==> src/rtl/fetch_pkg.sv <==
// Shared types and constants for the instruction fetch stage.
package fetch_pkg;

   localparam int unsigned XLEN   = 32;
   localparam int unsigned INST_W = 32;

   localparam logic [XLEN-1:0]   PC_STEP  = XLEN'(4);
   localparam logic [INST_W-1:0] NOP_INST = 32'h0000_0013;

   typedef struct packed {
      logic [XLEN-1:0]   pc;
      logic [INST_W-1:0] instr;
   } fetch_entry_t;

   function automatic logic [XLEN-1:0] align_pc(input logic [XLEN-1:0] pc);
      return pc & ~(XLEN'(3));
   endfunction

endpackage

==> src/rtl/fetch_fifo.sv <==
// DEPTH-entry FIFO of fetched {pc, instr} pairs; flush beats push/pop.
module fetch_fifo
   import fetch_pkg::*;
#(
   parameter int unsigned DEPTH = 4,
   parameter int unsigned CW    = $clog2(DEPTH + 1)
) (
   input  logic         i_clk,
   input  logic         i_reset,
   input  logic         i_push,
   input  logic         i_pop,
   input  logic         i_flush,
   input  fetch_entry_t i_wdata,
   output logic [CW-1:0] o_count,
   output logic         o_empty,
   output logic         o_full,
   output fetch_entry_t o_head
);

   localparam int unsigned AW = $clog2(DEPTH);

   fetch_entry_t  r_mem [DEPTH];
   logic [AW-1:0] r_wptr;
   logic [AW-1:0] r_rptr;
   logic [CW-1:0] r_count;
   logic          w_do_push;
   logic          w_do_pop;

   assign o_count   = r_count;
   assign o_empty   = (r_count == '0);
   assign o_full    = (r_count == CW'(DEPTH));
   assign o_head    = r_mem[r_rptr];
   assign w_do_pop  = i_pop && !o_empty;
   assign w_do_push = i_push && (!o_full || w_do_pop);

   // Storage is cleared on reset so the head reads as zero until the first push.
   always_ff @(posedge i_clk or posedge i_reset) begin
      if (i_reset) begin
         for (int i = 0; i < int'(DEPTH); i++) begin
            r_mem[i] <= '0;
         end
         r_wptr  <= '0;
         r_rptr  <= '0;
         r_count <= '0;
      end else if (i_flush) begin
         r_wptr  <= '0;
         r_rptr  <= '0;
         r_count <= '0;
      end else begin
         if (w_do_push) begin
            r_mem[r_wptr] <= i_wdata;
            r_wptr        <= r_wptr + AW'(1);
         end
         if (w_do_pop) begin
            r_rptr <= r_rptr + AW'(1);
         end
         if (w_do_push && !w_do_pop) begin
            r_count <= r_count + CW'(1);
         end else if (w_do_pop && !w_do_push) begin
            r_count <= r_count - CW'(1);
         end
      end
   end

endmodule

==> src/rtl/fetch_unit.sv <==
// Fetch stage: sequential PC generation, credit-limited imem requests, response
// buffering, and redirect handling that discards stale in-flight responses.
module fetch_unit
   import fetch_pkg::*;
#(
   parameter int unsigned     DEPTH    = 4,
   parameter logic [XLEN-1:0] RESET_PC = 32'h0000_0000
) (
   input  logic              i_clk,
   input  logic              i_reset,
   input  logic              i_redirect_valid,
   input  logic [XLEN-1:0]   i_redirect_pc,
   output logic              o_imem_req_valid,
   input  logic              i_imem_req_ready,
   output logic [XLEN-1:0]   o_imem_req_addr,
   input  logic              i_imem_rsp_valid,
   input  logic [INST_W-1:0] i_imem_rsp_data,
   output logic              o_inst_valid,
   input  logic              i_inst_ready,
   output logic [INST_W-1:0] o_inst_data,
   output logic [XLEN-1:0]   o_inst_pc
);

   localparam int unsigned CW = $clog2(DEPTH + 1);

   logic [XLEN-1:0] r_fetch_pc;
   logic [XLEN-1:0] r_resp_pc;
   logic [CW-1:0]   r_outstanding;
   logic [CW-1:0]   r_drop_cnt;

   logic [CW-1:0]   w_fifo_count;
   logic            w_fifo_empty;
   logic            w_fifo_full;
   fetch_entry_t    w_head;
   fetch_entry_t    w_wdata;
   logic [CW:0]     w_inflight;
   logic            w_req_fire;
   logic            w_rsp_keep;
   logic            w_push;
   logic            w_pop;

   // Buffered plus in-flight words never exceed DEPTH, so every response has a slot.
   assign w_inflight       = {1'b0, w_fifo_count} + {1'b0, r_outstanding};
   assign o_imem_req_valid = (w_inflight < (CW + 1)'(DEPTH)) && !i_redirect_valid;
   assign o_imem_req_addr  = r_fetch_pc;
   assign w_req_fire       = o_imem_req_valid && i_imem_req_ready;

   assign w_rsp_keep   = i_imem_rsp_valid && (r_drop_cnt == '0) && !i_redirect_valid;
   assign w_push       = w_rsp_keep && !w_fifo_full;
   assign o_inst_valid = !w_fifo_empty && !i_redirect_valid;
   assign w_pop        = o_inst_valid && i_inst_ready;
   assign o_inst_data  = w_head.instr;
   assign o_inst_pc    = w_head.pc;

   always_comb begin
      w_wdata       = '0;
      w_wdata.pc    = r_resp_pc;
      w_wdata.instr = i_imem_rsp_data;
   end

   always_ff @(posedge i_clk or posedge i_reset) begin
      if (i_reset) begin
         r_fetch_pc    <= RESET_PC;
         r_resp_pc     <= RESET_PC;
         r_outstanding <= '0;
         r_drop_cnt    <= '0;
      end else if (i_redirect_valid) begin
         // Everything still in flight after this cycle belongs to the old stream.
         r_fetch_pc    <= align_pc(i_redirect_pc);
         r_resp_pc     <= align_pc(i_redirect_pc);
         r_outstanding <= r_outstanding - CW'(i_imem_rsp_valid);
         r_drop_cnt    <= r_outstanding - CW'(i_imem_rsp_valid);
      end else begin
         if (w_req_fire) begin
            r_fetch_pc <= r_fetch_pc + PC_STEP;
         end
         r_outstanding <= r_outstanding + CW'(w_req_fire) - CW'(i_imem_rsp_valid);
         if (i_imem_rsp_valid) begin
            if (r_drop_cnt != '0) begin
               r_drop_cnt <= r_drop_cnt - CW'(1);
            end else begin
               r_resp_pc <= r_resp_pc + PC_STEP;
            end
         end
      end
   end

   fetch_fifo #(
      .DEPTH (DEPTH),
      .CW    (CW)
   ) u_fifo (
      .i_clk   (i_clk),
      .i_reset (i_reset),
      .i_push  (w_push),
      .i_pop   (w_pop),
      .i_flush (i_redirect_valid),
      .i_wdata (w_wdata),
      .o_count (w_fifo_count),
      .o_empty (w_fifo_empty),
      .o_full  (w_fifo_full),
      .o_head  (w_head)
   );

endmodule

==> config.mk <==
export PLATFORM = sky130hd
export DESIGN_NAME = fetch_unit
export DESIGN_NICKNAME = d
export VERILOG_FILES = /design/src/rtl/fetch_pkg.sv /design/src/rtl/fetch_fifo.sv /design/src/rtl/fetch_unit.sv
export SDC_FILE = /design/constraint.sdc
export NUM_CORES = 1
export LEC_CHECK = 0
export BUFFER_PORTS_ARGS = -buffer_cell sky130_fd_sc_hd__buf_2
export CAP_MARGIN = 10
export CORE_ASPECT_RATIO = 1.2
export CORE_MARGIN = 5
export CORE_UTILIZATION = 53
export CTS_BUF_LIST = sky130_fd_sc_hd__clkbuf_16
export DETAILED_ROUTE_END_ITERATION = 12
export PLACE_DENSITY = 0.73
export SKIP_CTS_REPAIR_TIMING = 1
export SYNTH_ARGS = -nofsm -noshare
export SYNTH_HDL_FRONTEND = slang
export SYNTH_SLANG_ARGS = --single-unit
export TNS_END_PERCENT = 30
==> constraint.sdc <==
create_clock -name i_clk -period 9.6 [get_ports i_clk]
set_input_delay 0.48 -clock i_clk [delete_from_list [all_inputs] [get_ports i_clk]]
set_output_delay 0.48 -clock i_clk [all_outputs]
set_load 0.05 [all_outputs]
Word level (Yosys, flattened, before mapping)
Index checks and enable logic that the tools add are counted.
- $add $sub $neg: 11
- equal/unequal tests: 2
- multiplexer cells: 22
- order comparisons: 4
- bitwise operators: 3
- reduce and logical (&&, ||, !) cells: 30
- operator list (operator ; count):
    256-bit bitwise mux ; 1
    64-bit two-way mux ; 3
    32-bit two-way mux ; 5
    64-bit binary-select mux with 2-bit select ; 1
    64-bit demux with 2-bit select ; 1
    32-bit by 3-bit adder with 32-bit output, second input constant ; 2
    3-bit two-way mux ; 7
    1-bit logical AND ; 12
    2-bit nonzero test ; 5
    2-bit two-way mux ; 4
    3-bit >= comparator, second input constant ; 2
    3-bit logical NOT ; 2
    2-bit NOT with 3-bit output ; 2
    2-bit AND reduction ; 3
    3-bit nonzero test ; 2
    3-bit by 1-bit subtractor with 3-bit output ; 2
    3-bit by 1-bit subtractor with 3-bit output, second input constant ; 2
    1-bit logical NOT ; 5
    2-bit by 1-bit adder with 2-bit output, second input constant ; 2
    3-bit by 3-bit adder with 4-bit output ; 1
    4-bit by 3-bit less-than comparator with 1-bit output, second input constant ; 1
    3-bit by 1-bit adder with 3-bit output ; 1
    3-bit by 1-bit adder with 3-bit output, second input constant ; 1
    3-bit == test, second input constant ; 1
    other kinds (4) ; 4
- input port bits: 70
- output and inout port bits: 98
- word-level logic and storage cells: 87
- register bits after elaboration: 333

Longest topological paths before layout
- depth after elaboration: 12
- gate-level depth with buffers: 11
- mapped depth without buffers: 10

By module
A second synthesis with hierarchy kept.
- cell total of the unflattened synthesis: 1102
- area total of the unflattened synthesis: 15461.1 um2
- modules (own cells, without submodules) (module ; cells an instance ; area an instance (um2) ; times used):
    fetch_fifo ; 683 ; 11624.9 ; 1
    fetch_unit ; 419 ; 3836.2 ; 1

Worst setup path before layout
Ideal clock, no wire load.
- kind: register to register
- from: register u_fifo.r_count[2], in the netlist u_fifo.o_count[2]
- to: register r_outstanding[2]
- setup time: 0.079 ns
- cell stages (with the launch flop): 12
- path buffers: 1
- arrival time: 2.606 ns
- clock period less this slack: 2.685 ns
- path slack: 6.915 ns
- cells stage by stage: dfrtp_1 ha_1 nor4b_2 buf_2 nand3_1 ha_1 inv_1 ha_1 fa_1 xor2_1 o21ai_0 xor2_1
- word-level cells in the longest chain between the ends: 7
- RTL lines (item ; line ; text):
    start, declared ; fetch_fifo.sv:25 ; logic [CW-1:0] r_count;
    start signal, assigned ; fetch_fifo.sv:58 ; r_count <= r_count + CW'(1);
    start signal, assigned ; fetch_fifo.sv:60 ; r_count <= r_count - CW'(1);
    3-bit by 3-bit adder with 4-bit output ; fetch_unit.sv:43 ; assign w_inflight = {1'b0, w_fifo_count} + {1'b0, r_outstanding};
    4-bit by 3-bit less-than comparator with 1-bit output ; fetch_unit.sv:44 ; assign o_imem_req_valid = (w_inflight < (CW + 1)'(DEPTH)) && !i_redirect_valid;
    1-bit logical AND ; fetch_unit.sv:44 ;
    1-bit logical AND ; fetch_unit.sv:46 ; assign w_req_fire = o_imem_req_valid && i_imem_req_ready;
    3-bit by 1-bit adder with 3-bit output ; fetch_unit.sv:77 ; r_outstanding <= r_outstanding + CW'(w_req_fire) - CW'(i_imem_rsp_valid);
    3-bit by 1-bit subtractor with 3-bit output ; fetch_unit.sv:77 ;
    3-bit two-way mux ; fetch_unit.sv:67 ; end else if (i_redirect_valid) begin
    end signal, assigned ; fetch_unit.sv:71 ; r_outstanding <= r_outstanding - CW'(i_imem_rsp_valid);
    end signal, assigned ; fetch_unit.sv:77 ;
    end, declared ; fetch_unit.sv:28 ; logic [CW-1:0] r_outstanding;
Every way passes these cells.
A chain may end at the register's enable or synchronous reset.

Worst setup path in the final report
- from: register u_fifo.r_rptr[0]
- to: output port o_inst_pc[13]
- word-level cells in the longest chain between the ends: 4
- RTL lines (item ; line ; text):
    start, declared ; fetch_fifo.sv:24 ; logic [AW-1:0] r_rptr;
    start signal, assigned ; fetch_fifo.sv:55 ; r_rptr <= r_rptr + AW'(1);
    2-bit NOT with 3-bit output (implied by the code) ; fetch_fifo.sv:32 ; assign o_head = r_mem[r_rptr];
    64-bit binary-select mux with 2-bit select ; fetch_fifo.sv:32 ;
    64-bit two-way mux (implied by the code) (2 in series) ; fetch_fifo.sv:32 ;
    end, declared ; fetch_unit.sv:21 ; output logic [XLEN-1:0] o_inst_pc
Every way passes these cells. The select of a mux whose other input is x is not followed.

==> metrics.md <==
| Metric | Value |
|---|---|
| Run status | finished clean |
| Overall die area | 32400 um^2 |
| Worst slew pin tran | 1.105 ns |
| Logic depth of the worst setup path including buffers | 3 |
| CP required | 9.12 ns |
| Critical-path cell list | buf_4, mux4_2, buf_2 |
| Vias per cell | 5.967 |
| Area occupied by multi-input gates | 6813 um^2 |
| Initial antenna violation count | 0 |
| ANT cells | 0 |
| CTS tree | done |
| Row count | 68 |
| Top cells by area, synth | dfrtp_1 (52%), mux2_2 (19%), mux4_2 (9.1%) |
| Slowest cell on the critical path | buf_4 |
| Layout cells sized above 1 | 42.85% |
| Post-layout util | 60.56% |
| Register area | 8038 um^2 |
| Yosys Warn Count | 0 |
| Final TNS setup | 0 ns |
| Clk slew on worst S/H paths | 0.06 ns |
| Complex-gate fraction of the synthesized area | 5.329% |
| Hold Slack | 0.1311 ns |
| Peak Freq | 0.2923 GHz |
| Cell taking the most area after synthesis | dfrtp_1 |
| Crit Path Category | flop to primary output |
| First-pass DRT Iterations | 5 |
| WP data arrival | 2.94 ns |
| H-tree Lvls | 2 |
| Portion of netlist area occupied by mux cells | 28.01% |
| Syn Area/Cell | 13.56 um^2 |
| Distinct cells, synth | 58 |
| Clk sinks | 321 |
| Buffers on Ports | 161 |
| RSZ-0062 raised after global routing | no |
| Max FO, Critical Path | 43 |
| Startpoint Class | flop |
| ANT nets after route | 0 |
| Final Hold Viols | 0 |
| Max Slew Vio Count | 0 |
| Post-Syn Area | 15310 um^2 |
| CP bufs+invs | 2 |
| Clock Tree Buf Depth | 3 |
| Area delta synth->final | 13.43% |
| Residual DRC | 0 |
| Pin count of the biggest net entering global routing | 204 |
| #FFs+latches synth | 321 |
| Drt total wl | 33520 um |
| Total power divided by cell area | 292.9 nW/um^2 |
| Max VDD drop | 0.1577 mV |
| Setup WS pre-CTS | 6.449 ns |
| Initial DRC Count | 706 |
| Worst slew margin | 26.32% |
| Routed len/inst | 20.23 um |
| Clock Tree Root | clkbuf_16 |
| Max cap viols | 0 |
| First-pass GRT wire length | 54490 um |
| # fillers | 2261 |
| NumNets Final | 1334 |
| HP Class | input port to asynchronous set/reset pin |
| Clk_skew | 0.01401 ns |
| Total GRT Usage | 20.78% |
| Post-synthesis sequential area ratio | 52.47% |
| DR vias | 9888 |
| Crit. End Element | primary output |
| Final Cycle Share | 35.64% |
| Worst-skew pair later-pin latency | 0.51 ns |
| EDFF count, synth | 0 |
| Routability Congestion | 0.8483 |
| Adder-cell area share of the yosys netlist | 1.406% |
| Post-Synth Simple-Gate Area | 8.369% |
| Largest family of logic cells by synthesized area | multiplexers |
| Async SR Flop Fraction | 100.0% |
| FF-to-FF path depth | 11 |
| Lkg Pwr | 0.007830 uW |
| Post-route setup slack | 6.179 ns |
| CTS buffer count | 34 |
| Die H | 196.2 um |
| Setup violators final | 0 |
| Vias in the first global route | 10175 |
| Core ar. | 28670 um^2 |
| Detail Placement HPWL | 20890 um |
| Kind of cell adding the most delay to the critical path | buffers and inverters |
| Die width | 165.2 um |
| Num ports | 168 |
| Largest stage delay, worst path | 0.80 ns |
| Min Clock Period, post-route | 3.421 ns |
| Mapped Cells | 1129 |
| Post-Synth XOR/XNOR Area | 1.259% |
| Primary FF master, synth | dfrtp_1 |
| Total congestion overflow | 0 |
| Top cell type's share of synthesized area | 52.47% |
| Initial Utilization | 53.40% |
flip-flops by register name, indices dropped and copies added (netlist names):
name and flops:
o_imem_req_addr 30, u_fifo.r_wptr 2, r_drop_cnt 3, r_outstanding 3
u_fifo.r_rptr 2, u_fifo.r_mem 248, r_resp_pc 30, u_fifo.o_count 3
stage by stage:
| stage | total power [uW] | cell area (um^2) | std cells |
|---|---|---|---|
| after floorplan | 3416 | 15320 | 1132 |
| after global placement | 3818 | 16300 | 1597 |
| after detailed placement | 3871 | 16300 | 1597 |
| after CTS | 5149 | 17370 | 1657 |
| after global routing | 5337 | 17370 | 1657 |
| final | 5086 | 17370 | 1657 |
where the power goes:
group          internal [uW]  switching, uW  total [uW]
sequential              1640            225        1870
clock                    741            523        1260
combinational            716           1240        1960
cell usage after synthesis, types with 13 or more instances:
library cell / n
a311oi_1: 25
dfrtp_1: 321
nor2_1: 47
inv_1: 17
ha_1: 14
a31oi_1: 20
nand2_1: 30
nor2b_1: 13
o21ai_0: 14
mux4_2: 62
clkbuf_1: 43
buf_2: 38
nand4_1: 19
nor3_1: 14
mux2_2: 255
nand3_1: 22
or4_1: 15
o31ai_1: 18
xnor2_1: 16
cell families (layout without fill, tap and decap cells):
logic type	count (synthesis)	count (layout)
and+or+nand+nor	228	228
AOI/OAI and AO/OA	113	113
DFF	321	321
other	1	4
adders and majority gates	16	16
xor gates and xnor gates	22	22
muxes	319	319
buffers and inverters	109	249
worst reg2reg max path, delay by kind of cell (launching register included):
| family | cells | cell delay (ns) |
|---|---|---|
| AND/OR/NAND/NOR | 2 | 0.36 |
| AO/OA/AOI/OAI | 1 | 0.19 |
| XOR/XNOR | 2 | 0.31 |
| adder cells (fa/ha/maj) | 4 | 1.22 |
| flip-flops | 1 | 0.48 |
| buffers and inverters | 2 | 0.27 |
final timing paths:
check / startpoint / endpoint / slack [ns]
worst max-delay path: u_fifo.r_rptr[0]$_DFFE_PP0P_ / o_inst_pc[13] / 6.18
worst min-delay path: i_reset / u_fifo.r_mem[137]$_DFFE_PP0P_ / 0.13
worst max register to register: u_fifo.o_count[2]$_DFFE_PP0P_ / r_outstanding[2]$_DFF_PP0_ / 6.71
worst min register to register: u_fifo.r_mem[90]$_DFFE_PP0P_ / u_fifo.r_mem[90]$_DFFE_PP0P_ / 0.50
max in group asynchronous: i_reset / u_fifo.r_mem[103]$_DFFE_PP0P_ / 7.92
min in group i_clk: i_redirect_pc[5] / r_resp_pc[5]$_DFFE_PP0P_ / 0.22
cells in the final DEF, fill, tap and decap left out, drive strengths merged, types with 4 or more instances in the layout:
master  count
a211oi      6
a21oi      11
a311oi     25
a31oi      20
and2       10
and3        9
and4       12
buf       171
clkbuf     35
clkinv     10
conb        4
dfrtp     321
ha         14
inv        29
mux2      255
mux4       62
nand2      30
nand2b      6
nand3      22
nand4      20
nor2       47
nor2b      13
nor3       14
nor4       11
o21ai      14
o31a        5
o31ai      18
or3        10
or4        15
xnor2      16
xor2        6
per-layer routing:
layer  global-route usage (%)  up-vias  share of wire [%]
met5                        0        -                  0
met1                    29.05     5088                 44
met4                    5.300        0                2.0
met2                    33.87      293                 49
met3                    3.719       44                5.7
li1                         -     4463                  -
area by class of cell:
class / count / share of cell area, %
clock buffers: 35 / 5.044
clock inverters: 25 / 1.088
inverters: 18 / 0.4323
multi-input cells: 702 / 39.23
flip-flops and latches: 321 / 46.29
well taps: 385 / 2.774
repair buffers: 171 / 5.144
No activity file was read; power rests on OpenSTA's default activity.
